**src/rtl/vadd_float_control_s_axi_if.sv**
```systemverilog
// AXI4-Lite control-port bundle shared by the register block and its host.
interface vadd_float_control_s_axi_if #(
  parameter int ADDR_WIDTH = 12,
  parameter int DATA_WIDTH = 32
) ();
  logic                    awvalid;
  logic                    awready;
  logic [ADDR_WIDTH-1:0]   awaddr;
  logic                    wvalid;
  logic                    wready;
  logic [DATA_WIDTH-1:0]   wdata;
  logic [DATA_WIDTH/8-1:0] wstrb;
  logic                    bvalid;
  logic                    bready;
  logic [1:0]              bresp;
  logic                    arvalid;
  logic                    arready;
  logic [ADDR_WIDTH-1:0]   araddr;
  logic                    rvalid;
  logic                    rready;
  logic [DATA_WIDTH-1:0]   rdata;
  logic [1:0]              rresp;

  modport slave (
    input  awvalid, awaddr, wvalid, wdata, wstrb, bready, arvalid, araddr, rready,
    output awready, wready, bvalid, bresp, arready, rvalid, rdata, rresp
  );

  modport master (
    output awvalid, awaddr, wvalid, wdata, wstrb, bready, arvalid, araddr, rready,
    input  awready, wready, bvalid, bresp, arready, rvalid, rdata, rresp
  );
endinterface

```
**src/rtl/vadd_float_control_s_axi.sv**
```systemverilog
// AXI4-Lite control slave for the vadd kernel: start/status handshake,
// interrupt enable/status, and the scalar/pointer argument registers.
module vadd_float_control_s_axi #(
  parameter int C_S_AXI_ADDR_WIDTH = 12,
  parameter int C_S_AXI_DATA_WIDTH = 32
) (
  input  logic                              ap_clk,
  input  logic                              areset,
  vadd_float_control_s_axi_if.slave         s_axi_control,
  output logic                              interrupt,
  output logic                              ap_start,
  input  logic                              ap_done,
  input  logic                              ap_idle,
  input  logic                              ap_ready,
  output logic [31:0]                       scalar00,
  output logic [63:0]                       axi00_ptr0
);

  localparam logic [5:0] ADDR_CTRL   = 6'h00;
  localparam logic [5:0] ADDR_GIE    = 6'h04;
  localparam logic [5:0] ADDR_IER    = 6'h08;
  localparam logic [5:0] ADDR_ISR    = 6'h0C;
  localparam logic [5:0] ADDR_SCALAR = 6'h10;
  localparam logic [5:0] ADDR_PTR_LO = 6'h18;
  localparam logic [5:0] ADDR_PTR_HI = 6'h1C;

  typedef enum logic [1:0] {WRIDLE = 2'd0, WRDATA = 2'd1, WRRESP = 2'd2} wstate_e;
  typedef enum logic [0:0] {RDIDLE = 1'b0, RDDATA = 1'b1} rstate_e;

  wstate_e wstate_q, wstate_d;
  rstate_e rstate_q, rstate_d;

  logic                          awready_s, wready_s, bvalid_s, arready_s, rvalid_s;
  logic                          aw_hs_s, w_hs_s, ar_hs_s;
  logic [5:0]                    waddr_q;
  logic [5:0]                    raddr_s;
  logic [C_S_AXI_DATA_WIDTH-1:0] rdata_q, rdata_d;
  logic                          wr_ctrl_s, wr_gie_s, wr_ier_s, wr_isr_s, rd_ctrl_s;
  logic                          ap_start_q, auto_restart_q, done_q, ready_q;
  logic                          gie_q, interrupt_q;
  logic [1:0]                    ier_q, isr_q;
  logic [31:0]                   scalar_q, ptr_lo_q, ptr_hi_q;
  logic                          unused_addr_s;

  function automatic logic [31:0] apply_strb(input logic [31:0] old_v,
                                             input logic [31:0] new_v,
                                             input logic [3:0]  strb);
    logic [31:0] r;
    for (int b = 0; b < 4; b++) begin
      r[8*b +: 8] = strb[b] ? new_v[8*b +: 8] : old_v[8*b +: 8];
    end
    return r;
  endfunction

  // Write channel sequencing: address, then data, then response.
  always_comb begin
    wstate_d  = wstate_q;
    awready_s = 1'b0;
    wready_s  = 1'b0;
    bvalid_s  = 1'b0;
    case (wstate_q)
      WRIDLE: begin
        awready_s = 1'b1;
        if (s_axi_control.awvalid) wstate_d = WRDATA;
        else                       wstate_d = WRIDLE;
      end
      WRDATA: begin
        wready_s = 1'b1;
        if (s_axi_control.wvalid) wstate_d = WRRESP;
        else                      wstate_d = WRDATA;
      end
      WRRESP: begin
        bvalid_s = 1'b1;
        if (s_axi_control.bready) wstate_d = WRIDLE;
        else                      wstate_d = WRRESP;
      end
      default: wstate_d = WRIDLE;
    endcase
  end

  always_comb begin
    rstate_d  = rstate_q;
    arready_s = 1'b0;
    rvalid_s  = 1'b0;
    case (rstate_q)
      RDIDLE: begin
        arready_s = 1'b1;
        if (s_axi_control.arvalid) rstate_d = RDDATA;
        else                       rstate_d = RDIDLE;
      end
      RDDATA: begin
        rvalid_s = 1'b1;
        if (s_axi_control.rready) rstate_d = RDIDLE;
        else                      rstate_d = RDDATA;
      end
      default: rstate_d = RDIDLE;
    endcase
  end

  assign aw_hs_s   = s_axi_control.awvalid & awready_s;
  assign w_hs_s    = s_axi_control.wvalid & wready_s;
  assign ar_hs_s   = s_axi_control.arvalid & arready_s;
  assign raddr_s   = s_axi_control.araddr[5:0];
  assign wr_ctrl_s = w_hs_s && (waddr_q == ADDR_CTRL) && s_axi_control.wstrb[0];
  assign wr_gie_s  = w_hs_s && (waddr_q == ADDR_GIE)  && s_axi_control.wstrb[0];
  assign wr_ier_s  = w_hs_s && (waddr_q == ADDR_IER)  && s_axi_control.wstrb[0];
  assign wr_isr_s  = w_hs_s && (waddr_q == ADDR_ISR)  && s_axi_control.wstrb[0];
  assign rd_ctrl_s = ar_hs_s && (raddr_s == ADDR_CTRL);
  assign unused_addr_s = ^{s_axi_control.awaddr[C_S_AXI_ADDR_WIDTH-1:6],
                           s_axi_control.araddr[C_S_AXI_ADDR_WIDTH-1:6]};

  // Read mux samples live register values, so a same-cycle write is not yet visible.
  always_comb begin
    rdata_d = {C_S_AXI_DATA_WIDTH{1'b0}};
    case (raddr_s)
      ADDR_CTRL:   rdata_d = {24'd0, auto_restart_q, 3'd0, ready_q, ap_idle, done_q, ap_start_q};
      ADDR_GIE:    rdata_d = {31'd0, gie_q};
      ADDR_IER:    rdata_d = {30'd0, ier_q};
      ADDR_ISR:    rdata_d = {30'd0, isr_q};
      ADDR_SCALAR: rdata_d = scalar_q;
      ADDR_PTR_LO: rdata_d = ptr_lo_q;
      ADDR_PTR_HI: rdata_d = ptr_hi_q;
      default:     rdata_d = {C_S_AXI_DATA_WIDTH{1'b0}};
    endcase
  end

  always_ff @(posedge ap_clk) begin
    if (areset) begin
      wstate_q <= WRIDLE;
      rstate_q <= RDIDLE;
      waddr_q  <= 6'd0;
      rdata_q  <= {C_S_AXI_DATA_WIDTH{1'b0}};
    end else begin
      wstate_q <= wstate_d;
      rstate_q <= rstate_d;
      if (aw_hs_s) waddr_q <= s_axi_control.awaddr[5:0];
      if (ar_hs_s) rdata_q <= rdata_d;
    end
  end

  // Status latches and ISR: a hardware set event always beats a clear or toggle.
  always_ff @(posedge ap_clk) begin
    if (areset) begin
      ap_start_q     <= 1'b0;
      auto_restart_q <= 1'b0;
      done_q         <= 1'b0;
      ready_q        <= 1'b0;
      gie_q          <= 1'b0;
      ier_q          <= 2'd0;
      isr_q          <= 2'd0;
      scalar_q       <= 32'd0;
      ptr_lo_q       <= 32'd0;
      ptr_hi_q       <= 32'd0;
      interrupt_q    <= 1'b0;
    end else begin
      if (wr_ctrl_s && s_axi_control.wdata[0]) ap_start_q <= 1'b1;
      else if (ap_ready && !auto_restart_q)    ap_start_q <= 1'b0;
      if (wr_ctrl_s) auto_restart_q <= s_axi_control.wdata[7];
      if (ap_done)        done_q <= 1'b1;
      else if (rd_ctrl_s) done_q <= 1'b0;
      if (ap_ready)       ready_q <= 1'b1;
      else if (rd_ctrl_s) ready_q <= 1'b0;
      if (wr_gie_s) gie_q <= s_axi_control.wdata[0];
      if (wr_ier_s) ier_q <= s_axi_control.wdata[1:0];
      if (ier_q[0] && ap_done) isr_q[0] <= 1'b1;
      else if (wr_isr_s)       isr_q[0] <= isr_q[0] ^ s_axi_control.wdata[0];
      if (ier_q[1] && ap_ready) isr_q[1] <= 1'b1;
      else if (wr_isr_s)        isr_q[1] <= isr_q[1] ^ s_axi_control.wdata[1];
      if (w_hs_s && waddr_q == ADDR_SCALAR)
        scalar_q <= apply_strb(scalar_q, s_axi_control.wdata, s_axi_control.wstrb);
      if (w_hs_s && waddr_q == ADDR_PTR_LO)
        ptr_lo_q <= apply_strb(ptr_lo_q, s_axi_control.wdata, s_axi_control.wstrb);
      if (w_hs_s && waddr_q == ADDR_PTR_HI)
        ptr_hi_q <= apply_strb(ptr_hi_q, s_axi_control.wdata, s_axi_control.wstrb);
      interrupt_q <= gie_q & (isr_q[0] | isr_q[1]);
    end
  end

  assign s_axi_control.awready = awready_s;
  assign s_axi_control.wready  = wready_s;
  assign s_axi_control.bvalid  = bvalid_s;
  assign s_axi_control.bresp   = 2'b00;
  assign s_axi_control.arready = arready_s;
  assign s_axi_control.rvalid  = rvalid_s;
  assign s_axi_control.rdata   = rdata_q;
  assign s_axi_control.rresp   = 2'b00;

  assign interrupt  = interrupt_q;
  assign ap_start   = ap_start_q;
  assign scalar00   = scalar_q;
  assign axi00_ptr0 = {ptr_hi_q, ptr_lo_q};

endmodule
```
**src/flat_wrapper.sv**
```systemverilog
// flat-port wrapper written by rule: the top's interface ports become plain ports
module vadd_float_control_s_axi_flat 
#(
  parameter int C_S_AXI_ADDR_WIDTH = 12,
  parameter int C_S_AXI_DATA_WIDTH = 32
)
  (ap_clk, areset, interrupt, ap_start, ap_done, ap_idle, ap_ready, scalar00, axi00_ptr0, s_axi_control_awvalid, s_axi_control_awaddr, s_axi_control_wvalid, s_axi_control_wdata, s_axi_control_wstrb, s_axi_control_bready, s_axi_control_arvalid, s_axi_control_araddr, s_axi_control_rready, s_axi_control_awready, s_axi_control_wready, s_axi_control_bvalid, s_axi_control_bresp, s_axi_control_arready, s_axi_control_rvalid, s_axi_control_rdata, s_axi_control_rresp);
  vadd_float_control_s_axi_if s_axi_control_i ();
  input  logic ap_clk;
  input  logic areset;
  output logic interrupt;
  output logic ap_start;
  input  logic ap_done;
  input  logic ap_idle;
  input  logic ap_ready;
  output logic [31:0] scalar00;
  output logic [63:0] axi00_ptr0;
  input wire logic [$bits(s_axi_control_i.awvalid)-1:0] s_axi_control_awvalid;
  input wire logic [$bits(s_axi_control_i.awaddr)-1:0] s_axi_control_awaddr;
  input wire logic [$bits(s_axi_control_i.wvalid)-1:0] s_axi_control_wvalid;
  input wire logic [$bits(s_axi_control_i.wdata)-1:0] s_axi_control_wdata;
  input wire logic [$bits(s_axi_control_i.wstrb)-1:0] s_axi_control_wstrb;
  input wire logic [$bits(s_axi_control_i.bready)-1:0] s_axi_control_bready;
  input wire logic [$bits(s_axi_control_i.arvalid)-1:0] s_axi_control_arvalid;
  input wire logic [$bits(s_axi_control_i.araddr)-1:0] s_axi_control_araddr;
  input wire logic [$bits(s_axi_control_i.rready)-1:0] s_axi_control_rready;
  output wire logic [$bits(s_axi_control_i.awready)-1:0] s_axi_control_awready;
  output wire logic [$bits(s_axi_control_i.wready)-1:0] s_axi_control_wready;
  output wire logic [$bits(s_axi_control_i.bvalid)-1:0] s_axi_control_bvalid;
  output wire logic [$bits(s_axi_control_i.bresp)-1:0] s_axi_control_bresp;
  output wire logic [$bits(s_axi_control_i.arready)-1:0] s_axi_control_arready;
  output wire logic [$bits(s_axi_control_i.rvalid)-1:0] s_axi_control_rvalid;
  output wire logic [$bits(s_axi_control_i.rdata)-1:0] s_axi_control_rdata;
  output wire logic [$bits(s_axi_control_i.rresp)-1:0] s_axi_control_rresp;
  assign s_axi_control_i.awvalid = s_axi_control_awvalid;
  assign s_axi_control_i.awaddr = s_axi_control_awaddr;
  assign s_axi_control_i.wvalid = s_axi_control_wvalid;
  assign s_axi_control_i.wdata = s_axi_control_wdata;
  assign s_axi_control_i.wstrb = s_axi_control_wstrb;
  assign s_axi_control_i.bready = s_axi_control_bready;
  assign s_axi_control_i.arvalid = s_axi_control_arvalid;
  assign s_axi_control_i.araddr = s_axi_control_araddr;
  assign s_axi_control_i.rready = s_axi_control_rready;
  assign s_axi_control_awready = s_axi_control_i.awready;
  assign s_axi_control_wready = s_axi_control_i.wready;
  assign s_axi_control_bvalid = s_axi_control_i.bvalid;
  assign s_axi_control_bresp = s_axi_control_i.bresp;
  assign s_axi_control_arready = s_axi_control_i.arready;
  assign s_axi_control_rvalid = s_axi_control_i.rvalid;
  assign s_axi_control_rdata = s_axi_control_i.rdata;
  assign s_axi_control_rresp = s_axi_control_i.rresp;
  vadd_float_control_s_axi #(.C_S_AXI_ADDR_WIDTH(C_S_AXI_ADDR_WIDTH), .C_S_AXI_DATA_WIDTH(C_S_AXI_DATA_WIDTH)) u_core (.ap_clk(ap_clk), .areset(areset), .s_axi_control(s_axi_control_i), .interrupt(interrupt), .ap_start(ap_start), .ap_done(ap_done), .ap_idle(ap_idle), .ap_ready(ap_ready), .scalar00(scalar00), .axi00_ptr0(axi00_ptr0));
endmodule
```
**config.mk**
```make
export PLATFORM = sky130hd
export DESIGN_NAME = vadd_float_control_s_axi_flat
export DESIGN_NICKNAME = d
export VERILOG_FILES = /design/src/rtl/vadd_float_control_s_axi_if.sv /design/src/rtl/vadd_float_control_s_axi.sv /design/src/flat_wrapper.sv
export SDC_FILE = /design/constraint.sdc
export NUM_CORES = 1
export LEC_CHECK = 0
export ABC_CLOCK_PERIOD_IN_PS = 1700
export BUFFER_PORTS_ARGS = -buffer_cell sky130_fd_sc_hd__buf_2
export CAP_MARGIN = 20
export CORE_ASPECT_RATIO = 0.8
export CORE_MARGIN = 2
export CORE_UTILIZATION = 45
export DETAILED_ROUTE_END_ITERATION = 7
export PLACE_DENSITY = 0.82
export SYNTH_ARGS = -nofsm -noshare
export SYNTH_HDL_FRONTEND = slang
export SYNTH_SLANG_ARGS = --single-unit
```
**constraint.sdc**
```tcl
create_clock -name ap_clk -period 1.7 [get_ports ap_clk]
set_clock_uncertainty 0.1 [all_clocks]
set_input_delay 0.255 -clock ap_clk [delete_from_list [all_inputs] [get_ports ap_clk]]
set_output_delay 0.255 -clock ap_clk [all_outputs]
set_load 0.02 [all_outputs]
```
### Word-level counts from Yosys, hierarchy flattened

Index checks and enable logic that the tools add are counted.

* equal/unequal tests: 14
* bitwise operators: 8
* reduce and logical (&&, ||, !) cells: 37
* muxes and demuxes: 22

Operators by type and width (count)
* $pmux W32 S7: 1
* $eq A6 B5 Y1 const B: 6
* $eq A6 B4 Y1 const B: 4
* $reduce_and A2 Y1: 12
* $mux W1: 17
* $logic_and A1 B1 Y1: 16
* $eq A6 B3 Y1 const B: 2
* $logic_not A6 Y1: 2
* $reduce_bool A2 Y1: 5
* $pmux W2 S3: 1
* $and A1 B1 Y1: 4
* $mux W2: 2
* $eq A2 B1 Y1 const B: 1
* $eq A2 B2 Y1 const B: 1
* $logic_not A2 Y1: 1
* $pmux W1 S2: 1
* $xor A1 B1 Y1: 2
* $logic_not A1 Y1: 1
* $not A1 Y1: 1
* $or A1 B1 Y1: 1

* bits of input ports: 70
* word-level logic and storage cells: 106
* output and inout bits: 139
* flip-flop bits (word level): 147

### Logic depth before layout (Yosys ltp)

Gate-level depths: netlist of the first run.

* word-level depth: 7
* gate-level depth with buffers: 7
* depth with buffers taken out: 4

### Worst setup path after synthesis of the first run

No wires, ideal clock.

* path kind: register -> register
* from: register u_core.rstate_q
* to: register u_core.rdata_q[25], in the netlist u_core.s_axi_control.rdata[25]
* arrival time: 1491 ps
* slack: 50 ps
* setup time: 60 ps
* cell stages (with the launch flop): 6
* clock period less this slack: 1650 ps
* cell sequence: dfxtp_1 -> nor2b_1 -> nand2_1 -> nor4_4 -> buf_6 -> a221o_1

* cells in the longest elaborated chain, start to end: 2

Ends and longest elaborated chain
* from (decl): RTL line vadd_float_control_s_axi.sv:31 `rstate_e rstate_q, rstate_d;`
* from (signal assigned): RTL line vadd_float_control_s_axi.sv:135 `rstate_q <= rstate_d;`
* $mux W1: RTL line vadd_float_control_s_axi.sv:85 `case (rstate_q)`
* $and A1 B1 Y1: RTL line vadd_float_control_s_axi.sv:102 `assign ar_hs_s = s_axi_control.arvalid & arready_s;`
* to (signal assigned): RTL line vadd_float_control_s_axi.sv:132 `rdata_q <= {C_S_AXI_DATA_WIDTH{1'b0}};`
* to (signal assigned): RTL line vadd_float_control_s_axi.sv:137 `if (ar_hs_s) rdata_q <= rdata_d;`
* to (decl): RTL line vadd_float_control_s_axi.sv:37 `logic [C_S_AXI_DATA_WIDTH-1:0] rdata_q, rdata_d;`

No other way between the ends.
A chain may end at the register's enable or synchronous reset.

### Worst setup path in the final report of the first run

* from: register u_core.wstate_q[1]
* to: register u_core.ptr_lo_q[4]

* cells in the longest elaborated chain, start to end: 5

Ends and longest elaborated chain
* from (decl): RTL line vadd_float_control_s_axi.sv:30 `wstate_e wstate_q, wstate_d;`
* from (signal assigned): RTL line vadd_float_control_s_axi.sv:134 `wstate_q <= wstate_d;`
* $eq A2 B1 Y1: RTL line vadd_float_control_s_axi.sv:61 `case (wstate_q)`
* $mux W1: RTL line vadd_float_control_s_axi.sv:61
* $and A1 B1 Y1: RTL line vadd_float_control_s_axi.sv:101 `assign w_hs_s = s_axi_control.wvalid & wready_s;`
* $logic_and A1 B1 Y1: RTL line vadd_float_control_s_axi.sv:171 `if (w_hs_s && waddr_q == ADDR_PTR_LO)`
* $reduce_and A2 Y1 (no source line)
* to (signal assigned): RTL line vadd_float_control_s_axi.sv:172 `ptr_lo_q <= apply_strb(ptr_lo_q, s_axi_control.wdata, s_axi_control.wstrb);`
* to (decl): RTL line vadd_float_control_s_axi.sv:42 `logic [31:0] scalar_q, ptr_lo_q, ptr_hi_q;`

No other way between the ends.

==> results.md, run 1 <==
* Status: complete, no violations
* Diodes inserted at 0
* PnR worst setup slack at approximately 0.036 ns
* Via count of the first global-routing pass at 5318
* First-pass GRT wire length at 28.1 mm
* Peak supply drop at 675 uV
* Reg clk slew, reported paths at roughly 0.060 ns
* Drc violations at 0
* Count of cell types in the netlist at 44
* Clock Latency Late Sink at 0.42 ns
* CTS Sinks at 147
* Final #Nets at 910
* Dpl hpwl at 12.3 mm
* Yosys top cell by area: dfxtp_1
* Die height at 109 um
* Setup TNS at 0 ns
* Final Cycle Share at 97.9%
* Grt met2 use at 40.5%
* Commonest non-fill, non-tap cell in the layout: buf_2
* Worst-path cell chain: and4bb_4 -> buf_12 -> nand4_4 -> mux2i_1 -> nor2_1
* Pwr dens at 914 nW/um^2
* Synth Register Bits at 147
* CTS tree: yes
* Post-route minimum period at around 1.7 ns
* Max Slew Vio Count at 0
* Critical Path RT at 1.89 ns
* Vias/cell at 5.50
* Met3 global-route usage at under 10%
* Fmax at 601 MHz
* Critical path class: reg2reg
* Starting Density at a little under half
* CTS buffer count at 17
* Routed wire length per instance at 17.9 um
* Core region area at 13500 sq um
* Cell Area, Synth at 6170 sq um
* Max-slew headroom at 61.7%
* Final hold viol count at 0
* H-tree depth at 4
* DRT antenna net count at 0
* Hold slack at 0.00880 ns
* CP max stage cell: and4bb_4
* Slowest cell delay on critical path at about 0.37 ns
* Worst Max-Slew Pin Slew at 0.573 ns
* Core Rows at 38
* Mapped Cells at 608
* Initial antenna violation count at 0
* Crit path arrival time at around 1.9 ns
* Synth warnings at 0
* Max-Cap Viols at 0
* Synthesized area per cell at 10.1 sq um
* Hold/Removal Path Class: in2reg
* Leakage at 4.40 nW
* Ports at 209
* Grt met1 use at 31.5%
* Largest net degree at the start of global routing at 48
* Dominant cells by area after synthesis: dfxtp_1, mux2i_1, nor2_1
* Startpoint types: register
* Die width at 135 um
* Finished Core Util at 62.4%
* Post-synth top area share at a little under half
* GRT busiest layer: met2
* Layout cell share with drive strength beyond 1 at 33.3%
* Postcts setup bufs at 0
* EDFF count, synth at 0
* Max Root-Sink Buffers at 2
* 1st-pass router iterations at 5
* Most frequent cells in the layout: buf_2, dfxtp_1, nor2_1
* Global route overflow at 0
* Maximum fanout along the worst path at 8
* IO buf count at ~190
* RSZ-0062 raised after global routing: true
* Root Driver: clkbuf_16
* Power, Total at between 7 and 8 mW
* Seq/Total Area, Yosys at 47.7%
* Async S/R FF share, synth at 0%
* DIE AREA at approximately 15000 sq um
* Final-report setup violation count at 0
* Gr usage total at 24.7%
* Area growth from synthesis to layout at 36.2%
* Worst setup EP type: register
* Placer congestion estimate at 0.824
* Pre-CTS setup slack at -0.0836 ns
* Most used DFF post-synth: dfxtp_1
* First-iteration detailed-routing DRC count at 417
* Vias at 5681
* Drt total wl at approximately 18 mm
[power by group]
group | internal, mW | total, mW | switching, mW
Combinational | 0.239 | 0.587 | 0.348
Sequential | 3.47 | 3.48 | 0.0171
Clock | 2.20 | 3.61 | 1.41
Total | 5.91 | 7.68 | 1.77
[state kept, by name, indices dropped and copies added, names as in the netlist]
register and count:
u_core.waddr_q 6, u_core.done_q 1, u_core.ap_start 1, u_core.ptr_lo_q 32, u_core.ier_q 2, u_core.wstate_q 2
u_core.ptr_hi_q 32, u_core.scalar00 32, u_core.isr_q 2, u_core.s_axi_control.rdata 32, u_core.auto_restart_q 1, u_core.rstate_q 1
u_core.gie_q 1, u_core.interrupt 1, u_core.ready_q 1
[Yosys cell counts, drive strengths merged (3+ instances only)]
library cell / number
mux2i: 114
buf: 22
o22ai: 3
a21oi: 33
nor2b: 5
dfxtp: 147
nand4b: 4
a221o: 27
nand2: 7
a22o: 4
nor2: 117
nand4: 15
nand3: 57
inv: 4
nand2b: 3
clkbuf: 21
[layer usage]
layer | share of wire [%] | up-vias
li1 | - | 2653
met1 | 43 | 2720
met2 | 47 | 286
met3 | 8.9 | 22
met4 | 1.3 | 0
met5 | 0 | -
[area by class of cell]
class,instances,area (sq um)
Fill cell,1101,5050
Multi-Input combinational cell,418,3050
Tap cell,180,225
Timing Repair Buffer,252,1600
Inverter,4,15.0
Sequential cell,147,2940
Clock buffer,24,502
Clock inverter,8,75.1
[worst max-delay path: cells and delay by family, from the launching register on]
kind / cells / cell delay (ns)
flops: 1 / 0.32
simple gates: 3 / 0.72
buf+inv: 1 / 0.15
mux: 1 / 0.25
[cells by family (layout without fill, tap and decap cells)]
family	Yosys count	count (layout)	synth area share (%)
simple gates	221	222	20.3
flops	147	147	47.7
mux	116	116	19.0
compound gates	74	74	8.84
buf+inv	47	288	3.75
xor+xnor	2	2	0.284
other cells	1	4	0.0608
[repair_timing]
action	CTS	global route
hold endpoints to repair	37	0
hold buffers	24	0
endpoints found under the setup margin	0	76
gates resized for setup	0	5
[through the flow]
stage / cell area (sq um) / cells
6_report: 8400 / 1033
2_1_floorplan: 6180 / 611
4_1_cts: 8350 / 1031
5_1_grt: 8400 / 1033
3_5_place_dp: 7540 / 975
3_3_place_gp: 7540 / 975
[final timing paths]
path	slack (ns)	from	cells after the start	endpoint
worst min register to register	0.38	u_core.s_axi_control.rdata[27]	1	u_core.s_axi_control.rdata[27]
worst min-delay path	0.009	s_axi_control_wdata[16]	3	u_core.ptr_lo_q[16]
worst max-delay path	0.04	u_core.wstate_q[1]	5	u_core.ptr_lo_q[4]
worst max register to register	0.04	u_core.wstate_q[1]	5	u_core.ptr_lo_q[4]
Note: power is estimated with default switching activity, not from simulation.
==> run 2: changes to the inputs <==
--- a/config.mk
+++ b/config.mk
@@ -8,11 +8,13 @@
 export ABC_CLOCK_PERIOD_IN_PS = 1700
 export BUFFER_PORTS_ARGS = -buffer_cell sky130_fd_sc_hd__buf_2
 export CAP_MARGIN = 20
+export CELL_PAD_IN_SITES_DETAIL_PLACEMENT = 2
+export CELL_PAD_IN_SITES_GLOBAL_PLACEMENT = 2
 export CORE_ASPECT_RATIO = 0.8
 export CORE_MARGIN = 2
-export CORE_UTILIZATION = 45
+export CORE_UTILIZATION = 27
 export DETAILED_ROUTE_END_ITERATION = 7
-export PLACE_DENSITY = 0.82
+export PLACE_DENSITY = 0.8
 export SYNTH_ARGS = -nofsm -noshare
 export SYNTH_HDL_FRONTEND = slang
 export SYNTH_SLANG_ARGS = --single-unit
==> results.md, run 2 (synthesized netlist as in run 1, its figures left out) <==
* Status: finished, violations left
* Failing checks: setup timing
* Commonest non-fill, non-tap cell in the layout: buf_2
* Global route overflow at 0
* RSZ-0062 raised after global routing: true
* Clock share of power at 48.7%
* CTS tree: yes
* DIE AREA at 24100 sq um
* Die height at 139 um
* Critical Path RT at 1.87 ns
* Placer congestion estimate at 0.741
* Drt total wl at around 25 mm
* Max Root-Sink Buffers at 2
* Gr usage total at 20.0%
* Final #Nets at around 920
* Via count of the first global-routing pass at 6294
* Seq pwr share at between 40% and 50%
* 1st-pass router iterations at 6
* Max Slew Vio Count at 0
* DRT antenna net count at 0
* Logic gate share of total power at roughly 8%
* Clock Latency Late Sink at between 0.4 and 0.5 ns
* Diodes inserted at 0
* Layout cell share with drive strength beyond 1 at 35.9%
* Power Internal at 6.07 mW
* CTS buffer count at 17
* Root Driver: clkbuf_16
* Final Cycle Share at 102%
* R2r worst-path depth at 7
* H-tree depth at 4
* Routed wire length per instance at 21.3 um
* Net Sw Power at 1.96 mW
* Pwr dens at 912 nW/um^2
* First-iteration detailed-routing DRC count at 159
* Reg-to-reg setup timing slack at -0.04 ns
* Post-route minimum period at ~1.7 ns
* Largest net degree at the start of global routing at 56
* Crit path arrival time at 1.91 ns
* CTS Sinks at 147
* Initial antenna violation count at 1
* Die width at 173 um
* Switching part of the total power at about 24%
* Dpl hpwl at approximately 17 mm
* Starting Density at a little over a quarter
* Maximum fanout along the worst path at 8
* Fmax at 576 MHz
* Finished Cell Area at 8810 sq um
* Critical path class: reg2reg
* PnR worst setup slack at -0.0358 ns
* Leakage at 4.50 nW
* Placed cells at 1104
* Worst setup EP type: register
* Drc violations at 0
* Post-Layout Cell Count at 1164
* Vias/cell at 4.94
* Startpoint types: register
* Max-slew headroom at 56.9%
* Finished Core Util at ~39%
* Reg clk slew, reported paths at 0.07 ns
* Final hold viol count at 0
* Core region area at 22400 sq um
* Pre-CTS setup slack at -0.104 ns
* Core Rows at just under 50
* Max-Cap Viols at 0
* Area of placed instances at 7770 sq um
* Area growth from synthesis to layout at 42.8%
* Vias at between 5000 and 6000
* Final-report setup violation count at 2
* First-pass GRT wire length at between 30 and 40 mm
* Worst Max-Slew Pin Slew at 0.646 ns
* Hold/Removal Path Class: in2reg
* IO buf count at 192
* Peak supply drop at 513 uV
* Hold path cells at 3
* Most frequent cells in the layout: buf_2, dfxtp_1, nor2_1
* Ports at 209
==> run 2: power groups by stage <==
stage                     logic (mW)  registers [mW]  clock network (mW)
after floorplan                0.254            3.57                   0
after global routing           0.673            3.49                4.14
after CTS                      0.589            3.48                4.00
after detailed placement       0.558            3.56                   0
after global placement         0.542            3.56                   0
final                          0.631            3.49                3.92
==> run 2: worst paths after layout <==
check,endpoint,from
worst min register to register,u_core.s_axi_control.rdata[2],u_core.s_axi_control.rdata[2]
worst max-delay path,u_core.ptr_hi_q[3],u_core.waddr_q[1]
worst min-delay path,u_core.scalar00[13],s_axi_control_wdata[13]
worst max register to register,u_core.ptr_hi_q[3],u_core.waddr_q[1]
==> run 2: timing repair <==
item	4_1_cts	5_1_grt
gates resized for setup	2	18
setup buffers	9	3
gates cloned	0	2
pin swaps	9	6
setup endpoints to repair	95	74
hold endpoints to repair	16	0
hold buffers	14	0
==> run 2: cell type report <==
type                            count  area (sq um)
Clock buffer                       20           447
Clock inverter                     12           155
Fill cell                        2485         13600
Inverter                            4          15.0
Multi-Input combinational cell    418          3080
Sequential cell                   147          2950
Tap cell                          306           383
Timing Repair Buffer              257          1780
==> run 2: metrics by stage <==
| step | TNS (ns) | power, mW | hold WS (ns) |
|---|---|---|---|
| 4_1_cts | 0 | 8.07 | 0.000162 |
| 3_5_place_dp | -2.83 | 4.12 | 0.368 |
| 5_1_grt | -0.854 | 8.30 | 0.00528 |
| 6_report | -0.0655 | 8.04 | 0.0150 |
| 2_1_floorplan | 0 | 3.82 | 0.272 |
| 3_3_place_gp | -1.93 | 4.10 | 0.359 |
==> run 2: worst max-delay path, cell delays in order (launching register included) <==
cell,delay [ns]
dfxtp_4,0.36
nor4bb_4,0.28
buf_4,0.19
buf_12,0.12
nand4_4,0.12
buf_12,0.18
mux2i_1,0.18
nor2_1,0.06
==> run 2: layer usage <==
layer	wire length, um	GRT usage, %	vias up
met3	1260	4.69	23
met1	11100	24.9	2910
met2	12300	35.3	161
met4	225	4.06	2
li1	-	-	2654
met5	7	0	-
==> run 3: changes to the inputs <==
--- a/config.mk
+++ b/config.mk
@@ -6,7 +6,7 @@
 export NUM_CORES = 1
 export LEC_CHECK = 0
 export ABC_CLOCK_PERIOD_IN_PS = 1700
-export BUFFER_PORTS_ARGS = -buffer_cell sky130_fd_sc_hd__buf_2
+export BUFFER_PORTS_ARGS = -buffer_cell sky130_fd_sc_hd__buf_4
 export CAP_MARGIN = 20
 export CELL_PAD_IN_SITES_DETAIL_PLACEMENT = 2
 export CELL_PAD_IN_SITES_GLOBAL_PLACEMENT = 2
==> results.md, run 3 (synthesized netlist as in run 1, its figures left out) <==
* PnR worst setup slack at 0.00332 ns
* FF-to-FF Start: u_core.waddr_q[0]
* CTS Sinks at 147
* H-tree depth at 4
* Vias/cell at 4.90
* DIE AREA at 24100 sq um
* Area of placed instances at roughly 8200 sq um
* Setup TNS at 0 ns
* Max-Cap Viols at 0
* Max Slew Vio Count at 0
* Root Driver: clkbuf_16
* Vias at 5809
* Critical Path RT at 1.89 ns
* Reg clk slew, reported paths at 0.07 ns
* Fmax at a little under 600 MHz
* Area growth from synthesis to layout at 54.6%
* Starting Density at roughly 27%
* Status: complete, no violations
* Met3 global-route usage at 5.04%
* Worst setup EP type: register
* Worst Max-Slew Pin Slew at 0.647 ns
* CP max stage cell: nor4bb_4
* Post-route minimum period at 1.70 ns
* Crit path launch: u_core.waddr_q[0]
* Power, Total at 8.46 mW
* Final-report setup violation count at 0
* Clock Latency Late Sink at about 0.43 ns
* Core region area at 22400 sq um
* Pwr dens at 887 nW/um^2
* Routed wire length per instance at 21.5 um
* Hold Startpoint: s_axi_control_wdata[29]
* Die height at 139 um
* Grt met1 use at 25.5%
* Global route overflow at 0
* RSZ-0062 raised after global routing: true
* Pre-CTS setup slack at -0.108 ns
* Most frequent cells in the layout: buf_4, dfxtp_1, nor2_1
* Via count of the first global-routing pass at 6387
* Max Root-Sink Buffers at 2
* Crit path arrival time at 1.88 ns
* Worst-path cell chain: nor4bb_4 -> buf_6 -> nand4_4 -> buf_12 -> mux2i_2 -> nor2_1
* Slowest cell delay on critical path at 0.38 ns
* GRT busiest layer: met2
* CTS buffer count at 17
* Core Rows at roughly 50
* Final hold viol count at 0
* Hold slack at approximately 0.02 ns
* Commonest non-fill, non-tap cell in the layout: buf_4
* Grt met2 use at a little over a third
* First-pass GRT wire length at 38.7 mm
* Drt total wl at ~25 mm
* IO buf count at 192
* 1st-pass router iterations at 4
* Largest net degree at the start of global routing at 58
* Placer congestion estimate at 0.762
* Gr usage total at 20.7%
* Peak supply drop at 568 uV
* DRT antenna net count at 0
* Placed cells at 1102
* Ports at around 210
* Final Cycle Share at 99.8%
* Finished Cell Area at 9540 sq um
* Hold/Removal Path Class: in2reg
* CTS tree: yes
* Leakage at 4.64 nW
* Initial antenna violation count at 1
* Max-slew headroom at approximately 57%
* Drc violations at 0
* Dpl hpwl at roughly 17 mm
* Die width at between 150 and 200 um
* Post-Layout Cell Count at 1186
* First-iteration detailed-routing DRC count at 229
* Final #Nets at 937
* Critical path class: reg2reg
* Startpoint types: register
* Maximum fanout along the worst path at 8
* Layout cell share with drive strength beyond 1 at 35.6%
* Finished Core Util at 42.5%
[run 3: critical path: cells and delay by family, from the launching register on]
family | cells | cell delay (ns)
flops | 1 | 0.34
buf+inv | 2 | 0.37
simple gates | 3 | 0.56
mux | 1 | 0.18
[run 3: path summary, 6_finish.rpt]
kind | slack (ns) | cells past startpoint | end
max | 0.003 | 6 | u_core.ptr_hi_q[3]
min | 0.02 | 3 | u_core.ptr_lo_q[29]
max reg2reg | 0.003 | 6 | u_core.ptr_hi_q[3]
min reg2reg | 0.38 | 1 | u_core.s_axi_control.rdata[7]
[run 3: layer usage]
metal | share of wire, % | vias to the layer above
li1 | - | 2702
met1 | 45 | 2919
met2 | 49 | 171
met3 | 4.8 | 17
met4 | 1.1 | 0
met5 | 0 | -
[run 3: power by group]
group          switching [mW]  internal (mW)
Clock                    1.57           2.69
Sequential             0.0204           3.47
Combinational           0.397          0.316
[run 3: final cells by class]
type	count	area (sq um)
clock inverter	12	203
antenna	1	2.50
inverter	4	15.0
fill	2393	12900
multi-input combinational	418	3100
timing repair buffer	279	2440
sequential	147	2950
clock buffer	19	453
tap	306	383
[run 3: timing repair]
action / 4_1_cts / 5_1_grt
gates resized for setup: 1 / 26
setup buffers: 9 / 6
pin swaps: 7 / 8
setup endpoints to repair: 67 / 86
hold endpoints to repair: 61 / 0
hold buffers: 34 / 0
gates cloned: 0 / 3
